[src/rtl/cache_line_fill_pkg.sv]
// Shared types and constants for the miss-side line-fill controller.
package cache_line_fill_pkg;

  typedef enum logic [1:0] {
    IDLE   = 2'd0,
    REQ    = 2'd1,
    FILL   = 2'd2,
    COMMIT = 2'd3
  } fill_state_e;

  localparam int unsigned RETRY_W = 8;

  // Width of a field that must exist even when its logical width is zero.
  function automatic int unsigned min_width(input int unsigned w);
    return (w == 0) ? 1 : w;
  endfunction

endpackage

[src/rtl/cache_line_fill.sv]
// Line-fill controller: requests a line from the read channel, gathers the
// returned beats into a line buffer and commits the full line in one cycle.
module cache_line_fill
  import cache_line_fill_pkg::*;
#(
  parameter int unsigned FE_ADDR_W  = 32,
  parameter int unsigned FE_DATA_W  = 32,
  parameter int unsigned BE_DATA_W  = 32,
  parameter int unsigned WORD_OFF_W = 3,
  localparam int unsigned BE_BYTE_W  = $clog2(BE_DATA_W / 8),
  localparam int unsigned LINE2MEM_W = WORD_OFF_W - $clog2(BE_DATA_W / FE_DATA_W),
  localparam int unsigned LINE_W     = FE_DATA_W * (1 << WORD_OFF_W),
  localparam int unsigned LA_W       = FE_ADDR_W - BE_BYTE_W - LINE2MEM_W,
  localparam int unsigned RA_W       = min_width(LINE2MEM_W)
) (
  input  logic               clk,
  input  logic               reset,
  input  logic               miss_valid,
  input  logic [LA_W-1:0]    miss_addr,
  output logic               miss_ready,
  output logic               replace_valid,
  output logic [LA_W-1:0]    replace_addr,
  input  logic               replace,
  input  logic               read_valid,
  input  logic [RA_W-1:0]    read_addr,
  input  logic [BE_DATA_W-1:0] read_rdata,
  output logic               line_we,
  output logic [LA_W-1:0]    line_addr,
  output logic [LINE_W-1:0]  line_wdata,
  output logic               fill_busy,
  output logic [RETRY_W-1:0] fill_retries
);

  localparam int unsigned BEATS = 1 << LINE2MEM_W;
  localparam int unsigned CNT_W = LINE2MEM_W + 1;

  fill_state_e       state_q;
  fill_state_e       state_d;
  logic [CNT_W-1:0]  cnt_q;
  logic [RA_W-1:0]   slot;
  logic              accept;
  logic              beat;
  logic              rewrap;

  assign accept = (state_q == IDLE) && miss_valid;
  assign beat   = (state_q == FILL) && read_valid;
  // A beat arriving on a full counter means the channel restarted the burst.
  assign rewrap = (cnt_q == CNT_W'(BEATS));
  assign slot   = (LINE2MEM_W == 0) ? '0 : read_addr;

  // Next-state logic.
  always_comb begin
    state_d = state_q;
    case (state_q)
      IDLE:    if (miss_valid) state_d = REQ;
      REQ:     if (replace)    state_d = FILL;
      FILL:    if (!replace)   state_d = COMMIT;
      COMMIT:  state_d = IDLE;
      default: state_d = IDLE;
    endcase
  end

  // State register and registered state-decoded outputs.
  always_ff @(posedge clk or posedge reset) begin
    if (reset) begin
      state_q       <= IDLE;
      miss_ready    <= 1'b1;
      replace_valid <= 1'b0;
      line_we       <= 1'b0;
      fill_busy     <= 1'b0;
    end else begin
      state_q       <= state_d;
      miss_ready    <= (state_d == IDLE);
      replace_valid <= (state_d == REQ);
      line_we       <= (state_d == COMMIT);
      fill_busy     <= (state_d != IDLE);
    end
  end

  // Miss address latch, beat counter and re-burst counter.
  always_ff @(posedge clk or posedge reset) begin
    if (reset) begin
      line_addr    <= '0;
      replace_addr <= '0;
      cnt_q        <= '0;
      fill_retries <= '0;
    end else if (accept) begin
      line_addr    <= miss_addr;
      replace_addr <= miss_addr;
      cnt_q        <= '0;
      fill_retries <= '0;
    end else if (beat) begin
      if (rewrap) begin
        cnt_q <= CNT_W'(1);
        if (fill_retries != '1) fill_retries <= fill_retries + RETRY_W'(1);
      end else begin
        cnt_q <= cnt_q + CNT_W'(1);
      end
    end
  end

  for (genvar k = 0; k < BEATS; k++) begin : g_slot
    logic [BE_DATA_W-1:0] slot_q;

    // Capture the beat addressed to this slot; later bursts overwrite it.
    always_ff @(posedge clk or posedge reset) begin
      if (reset)                             slot_q <= '0;
      else if (beat && (slot == RA_W'(k)))   slot_q <= read_rdata;
    end

    assign line_wdata[k*BE_DATA_W +: BE_DATA_W] = slot_q;
  end

endmodule

[config.mk]
export PLATFORM = sky130hd
export DESIGN_NAME = cache_line_fill
export DESIGN_NICKNAME = d
export VERILOG_FILES = /design/src/rtl/cache_line_fill_pkg.sv /design/src/rtl/cache_line_fill.sv
export SDC_FILE = /design/constraint.sdc
export NUM_CORES = 1
export LEC_CHECK = 0
export BUFFER_PORTS_ARGS = -buffer_cell sky130_fd_sc_hd__clkbuf_2
export CAP_MARGIN = 10
export CORE_ASPECT_RATIO = 0.6
export CORE_MARGIN = 4
export CORE_UTILIZATION = 52
export DETAILED_ROUTE_END_ITERATION = 8
export HOLD_SLACK_MARGIN = 0.06
export PLACE_DENSITY = 0.85
export SETUP_SLACK_MARGIN = 0.15
export SKIP_LAST_GASP = 1
export SYNTH_ARGS = -nofsm -noshare
export SYNTH_HDL_FRONTEND = slang
export SYNTH_SLANG_ARGS = --single-unit
[constraint.sdc]
create_clock -name clk -period 21.4 [get_ports clk]
set_clock_uncertainty 0.1 [all_clocks]
set_input_delay 4.28 -clock clk [delete_from_list [all_inputs] [get_ports clk]]
set_output_delay 4.28 -clock clk [all_outputs]
set_load 0.03 [all_outputs]
==> reports/qor.txt, run 1 <==
Fin. max-slew vios: 0
Mapped Nets: 847
Slew headroom: 0.194
CP max stage cell: nand3_2
Worst EP arrival: 6350 ps
CTS tree: built
Sequential-to-total area share from yosys stat: 0.649
Cell area after layout: 14500 sq um
WP buf/inv: 1
# DRC: 0
Outcome: finished, final reports clean
Clock sink total: 301
Fin nets: 1213
Minimum clock period: 6060 ps
Syn_area_per_cell: 14.9 sq um
Number of global-route vias before repair: 8155
Pin count of the biggest net entering global routing: 102
Final setup violation count: 0
Die Y: 124 um
Reg clk slew, reported paths: 70 ps
Placed cell area: 13600 sq um
Routed Antenna Nets: 0
Delay-heaviest family, CP: simple AND/OR/NAND/NOR gates
Post-cts sizing count: 0
RSZ-0062 raised after global routing: no
Pwr Density: 166 nW/um^2
Final Util: 0.660
Clk pwr share: 0.207
Fmax achieved: 165 MHz
Die width: 201 um
Asr flop ratio synth: 1.00
Via/cell ratio: 5.38
Initial antenna violation count: 0
Post-synth EDFFs: 0
Total length of routed wires: 31.6 mm
Switching Fraction: 0.431
Clock root buffer: clkbuf_16
Core ar.: 22000 sq um
VDD IR-drop max: 0.107 mV
#FFs+latches synth: 301
WS Path Type: input port to register
Bufs on Longest Clock Path: 3
Worst hold slack: 395 ps
CTS hold repair buffers: 0
Leakage: 7.78 nW
Main synth FF type: dfrtp_1
Final Cycle Share: 0.283
1st-iter DRT viols: 410
Hold Path Class: register to register
First-pass GRT wire length: 48.5 mm
Gate power share: 0.416
Peak fanout along the critical path: 32
Fillers: 1579
Area delta synth->final: 25.2%
Estimated wirelength of the detail-placed design: 21.6 mm
Internal power: 1.37 mW
First drt pass iteration count: 4
Synth cell types: 36
Detailed-route via count: 7788
Std-Cell Rows: 42
CTS Buf Count: 27
Crit. End Element: register
Endpoints failing hold: 0
Crit path cell chain: clkbuf_2 -> and3b_1 -> nand3_2 -> mux2_2
Total Die Area: 24900 sq um
Setup TNS: 0 ps
DR WL/cell: 21.8 um
Number of I/O pins: 389
Worst-Skew Late Latency: 520 ps
Max_cap viols: 0
ANT cells: 0
Slew @ Worst Pin: 1210 ps
Effective utilization at floorplan: 0.527
Startpoint Class: input port
Flop pwr share: 0.377
Synth warnings: 0
GRT Overall Usage: 0.249
CP peak stage delay: 980 ps
GPL Wtd Cong: 0.829
Mapped Cells: 777
Share of cells above drive strength 1: 0.602
CP Data Required Time: 21690 ps
Switch Pwr: 1.04 mW
Synthesized area: 11600 sq um
GRT overflow: 0
Setup bufs post-CTS: 0
H-tree levels: 1
Port Buf Inserts: 388
[per-layer routing]
metal | wire (um) | track usage | up-vias
met3 | 2470 | 0.0697 | 32
met4 | 446 | 0.0464 | 0
met2 | 15400 | 0.414 | 303
li1 | - | - | 3400
met1 | 13300 | 0.336 | 4053
met5 | 0 | 0 | -
[placed cells by master, fill, tap and decap left out, types with 4 or more instances in the layout]
cell type,count
clkbuf_16,27
clkbuf_2,388
o31ai_1,4
clkbuf_8,7
mux2_2,250
mux2_1,6
a21oi_1,6
nor3_1,4
nand3_1,4
buf_4,8
nand3b_1,4
clkinv_2,5
nand2_1,92
inv_1,4
clkbuf_1,4
dfrtp_1,300
o211ai_1,4
nor2_1,9
[worst min-delay path: stages, from the launching register on]
cell and delay (ps):
dfrtp_1 350, nand2_1 50, nand2_1 60
[cell usage after synthesis (4+ instances only)]
master | n | area, sq um
dfrtp_1 | 300 | 7510
mux2_2 | 250 | 2820
nand2_1 | 93 | 349
buf_4 | 28 | 210
buf_2 | 19 | 95.1
nor2_1 | 9 | 33.8
a21oi_1 | 6 | 30.0
buf_6 | 6 | 67.6
clkbuf_1 | 6 | 22.5
mux2_1 | 6 | 67.6
inv_1 | 5 | 18.8
nand3_1 | 5 | 25.0
nand3b_1 | 4 | 30.0
nor3_1 | 4 | 20.0
o211ai_1 | 4 | 30.0
o31ai_1 | 4 | 30.0
[final timing paths]
check	startpoint	endpoint	slack, ps	depth (start not counted)
setup / recovery	read_valid	g_slot[1].slot_q[12]	15340	4
hold / removal	line_addr[20]	line_addr[20]	400	2
setup reg to reg	state_q[0]	g_slot[2].slot_q[22]	18640	5
hold reg to reg	line_addr[20]	line_addr[20]	400	2
max in group asynchronous	reset	cnt_q[2]	15440	4
min in group asynchronous	reset	g_slot[4].slot_q[10]	3770	2
[per-stage QoR]
stage / power [mW] / worst slack [ps] / instances
finish: 2.41 / 15340 / 1448
floorplan: 1.59 / 8700 / 777
global placement: 1.88 / 14820 / 1399
CTS: 2.42 / 15300 / 1447
global route: 2.51 / 15040 / 1448
detailed placement: 1.91 / 14730 / 1399
[cell families (layout without fill, tap and decap cells)]
kind of cell,after synthesis,after routing,share of synthesized area
buf+inv,65,450,0.0360
mux,258,258,0.250
fa+ha+maj,3,3,0.00323
simple gates,129,129,0.0500
flops,301,301,0.649
compound gates,20,20,0.0110
xor+xnor,1,1,0.000755
[power by group through the flow]
stage	clock network, mW	logic [mW]	registers, mW
5_1_grt	0.532	1.05	0.932
4_1_cts	0.508	1.01	0.905
3_3_place_gp	0	0.983	0.895
3_5_place_dp	0	1.00	0.910
2_1_floorplan	0	0.296	1.30
6_report	0.498	1.00	0.907
[flip-flops by register name (all words and copies together) (netlist names)]
name	flops
line_we	1
cnt_q	4
replace_valid	1
fill_busy	1
g_slot.slot_q	256
miss_ready	1
state_q	2
line_addr	27
fill_retries	8
[layout make-up]
cell class	count	area, sq um	area share
clock buffers	38	787	0.0542
clock inverters	10	133	0.00913
inverters	5	26.3	0.00181
multi-input cells	411	3680	0.253
flip-flops and latches	301	7530	0.518
well taps	286	358	0.0246
repair buffers	397	2020	0.139
No activity file was read; power rests on OpenSTA's default activity.
==> run 2: changes to the inputs <==
- CORE_UTILIZATION: 52 -> 45
- PLACE_DENSITY: 0.85 -> 0.78
- clock period: 21.4 -> 5.4 ns (I/O delays scaled with it)
==> run 2 against run 1 <==
Non-clock buffer count up 2. Critical path depth grew 2. Worst setup slack got worse by 13000 ps. Via count decreased by 1.1%. Flip-flop and latch count is the same. Final cell count increased by 3.2%. Critical path type unchanged. Combinational power rose to 3.9 times the previous value.
==> reports/qor.txt, run 2 (synthesized netlist as in run 1, its figures left out) <==
Outcome: finished, final reports clean
Core ar.: 25300 sq um (+15%)
RSZ-0062 raised after global routing: no
Number of global-route vias before repair: 7910 (-3.0%)
Final setup violation count: 0 (unchanged)
Fin nets: 1216 (+0.25%)
Flop pwr share: 0.379 (+0.002)
Fin. max-slew vios: 0 (unchanged)
Peak fanout along the critical path: 22 (-31%)
Leakage: 7.79 nW (+0.13%)
Commonest non-fill, non-tap cells in the layout: clkbuf_2 (388), dfrtp_1 (300), mux2_2 (250), nand2_1 (92), clkbuf_16 (29)
Fmax achieved: 353 MHz
H-tree levels: 1 (unchanged)
GRT Overall Usage: 0.216 (-0.0328)
Initial antenna violation count: 0 (unchanged)
Setup bufs post-CTS: 0 (unchanged)
# DRC: 0 (unchanged)
Total Die Area: 28500 sq um (+15%)
Worst EP arrival: 3150 ps (-3200 ps)
Number of I/O pins: 389 (unchanged)
Routed Antenna Nets: 0 (unchanged)
Crit. End Element: register
CP max stage cell: nor3b_4
First-pass GRT wire length: 48.4 mm (-0.23%)
Largest registers: g_slot.slot_q (256), line_addr (27), fill_retries (8)
Switch Pwr: 4.10 mW (+300%)
GRT overflow: 0 (unchanged)
WP buf/inv: 2 (+1)
WS Path Type: input port to register
Clock sink total: 301 (unchanged)
DR WL/cell: 21.1 um (-3.4%)
Slew headroom: 0.250 (+0.0561)
Total length of routed wires: 31.5 mm (-0.27%)
Pin count of the biggest net entering global routing: 139 (+36%)
Inst Count DP: 1445 (+3.3%)
Reg clk slew, reported paths: 70 ps (about the same)
Slew @ Worst Pin: 1120 ps (-85.5 ps)
CTS hold repair buffers: 0 (unchanged)
Port Buf Inserts: 388 (unchanged)
Effective utilization at floorplan: 0.458 (-0.0690)
Via/cell ratio: 5.15 (-4.2%)
Internal power: 5.38 mW (+290%)
CP peak stage delay: 600 ps (-380 ps)
Clock root buffer: clkbuf_16
Pwr Density: 649 nW/um^2 (+290%)
CTS tree: built
Gate power share: 0.416 (about the same)
Crit path cell chain: clkbuf_2 -> and3b_1 -> nand2_2 -> nor3b_4 -> buf_4 -> mux2_2
Detailed-route via count: 7703 (-1.1%)
Worst-Skew Late Latency: 540 ps (+20 ps)
Share of cells above drive strength 1: 0.604 (+0.00136)
1st-iter DRT viols: 514 (+25%)
Setup TNS: 0 ps (unchanged)
Area delta synth->final: 25.9%
Endpoints failing hold: 0 (unchanged)
Commonest non-fill, non-tap cell in the layout: clkbuf_2
Final non-filler cell total: 1495 (+3.2%)
Final Cycle Share: 0.524
VDD IR-drop max: 0.384 mV (+260%)
GPL Wtd Cong: 0.798 (-3.7%)
Die width: 215 um (+7.2%)
First drt pass iteration count: 4 (unchanged)
Delay-heaviest family, CP: simple AND/OR/NAND/NOR gates
Clk pwr share: 0.205 (-0.002)
Post-cts sizing count: 0 (unchanged)
Max_cap viols: 0 (unchanged)
Startpoint Class: input port
CP Data Required Time: 5720 ps (-15970 ps)
Number of flip-flops under the largest register name: 256 (unchanged)
CTS Buf Count: 28 (+3.7%)
Std-Cell Rows: 45 (+7.1%)
Fillers: 2048 (+30%)
Switching Fraction: 0.432 (+0.00169)
Bufs on Longest Clock Path: 3 (unchanged)
Minimum clock period: 2830 ps
Most flops, register: g_slot.slot_q
ANT cells: 0 (unchanged)
Estimated wirelength of the detail-placed design: 22.3 mm (+2.9%)
Die Y: 132 um (+7.0%)
Hold Path Class: register to register
==> run 2: cell count changes in the layout (fill, tap and decap cells not counted), moves of 2 or more <==
cell / previous run / this run
buf_12: 0 / 2
clkinvlp_4: 0 / 2
bufinv_16: 3 / 1
clkbuf_16: 27 / 29
clkinv_2: 5 / 8
==> run 2: area by class of cell <==
type                       count  area, sq um  area share
timing repair buffer         399         2050       0.140
inverter                       5         22.5     0.00154
sequential                   301         7530       0.516
tap                          329          412      0.0282
clock inverter                11         93.8     0.00642
clock buffer                  39          823      0.0563
multi-input combinational    411         3680       0.252
==> run 2: metal layers <==
layer,vias to the layer above,share of wire,GRT usage
li1,3414,-,-
met1,3956,0.44,0.294
met2,294,0.46,0.344
met3,39,0.083,0.0691
met4,0,0.023,0.0476
met5,-,0,0
==> run 2: final timing paths <==
| check | startpoint | endpoint | slack [ps] | cells after the start |
|---|---|---|---|---|
| setup / recovery | read_valid | g_slot[3].slot_q[0] | 2570 | 6 |
| min in group asynchronous | reset | g_slot[2].slot_q[19] | 640 | 2 |
| hold / removal | g_slot[3].slot_q[29] | g_slot[3].slot_q[29] | 400 | 1 |
| hold reg to reg | g_slot[3].slot_q[29] | g_slot[3].slot_q[29] | 400 | 1 |
| setup reg to reg | state_q[0] | g_slot[6].slot_q[22] | 2670 | 4 |
| max in group asynchronous | reset | g_slot[3].slot_q[4] | 3360 | 3 |
==> run 2: power groups by stage <==
stage / clock [mW] / combinational [mW] / sequential [mW]
5_1_grt: 2.09 / 4.15 / 3.69
6_report: 1.95 / 3.94 / 3.59
2_1_floorplan: 0 / 1.17 / 5.15
3_3_place_gp: 0 / 3.93 / 3.57
4_1_cts: 2.00 / 3.99 / 3.59
3_5_place_dp: 0 / 3.98 / 3.61
==> run 2: metrics by stage <==
stage                     setup WS, ps  area (sq um)  total power [mW]  hold WS [ps]  utilization
after floorplan                    220         11600              6.32           398            -
after global placement            2060         13700              7.49           370        0.540
after detailed placement          1970         13700              7.59           382        0.540
after CTS                         2540         14600              9.58           404        0.577
after global routing              2470         14600              9.93           412        0.577
final                             2570         14600              9.48           399        0.577
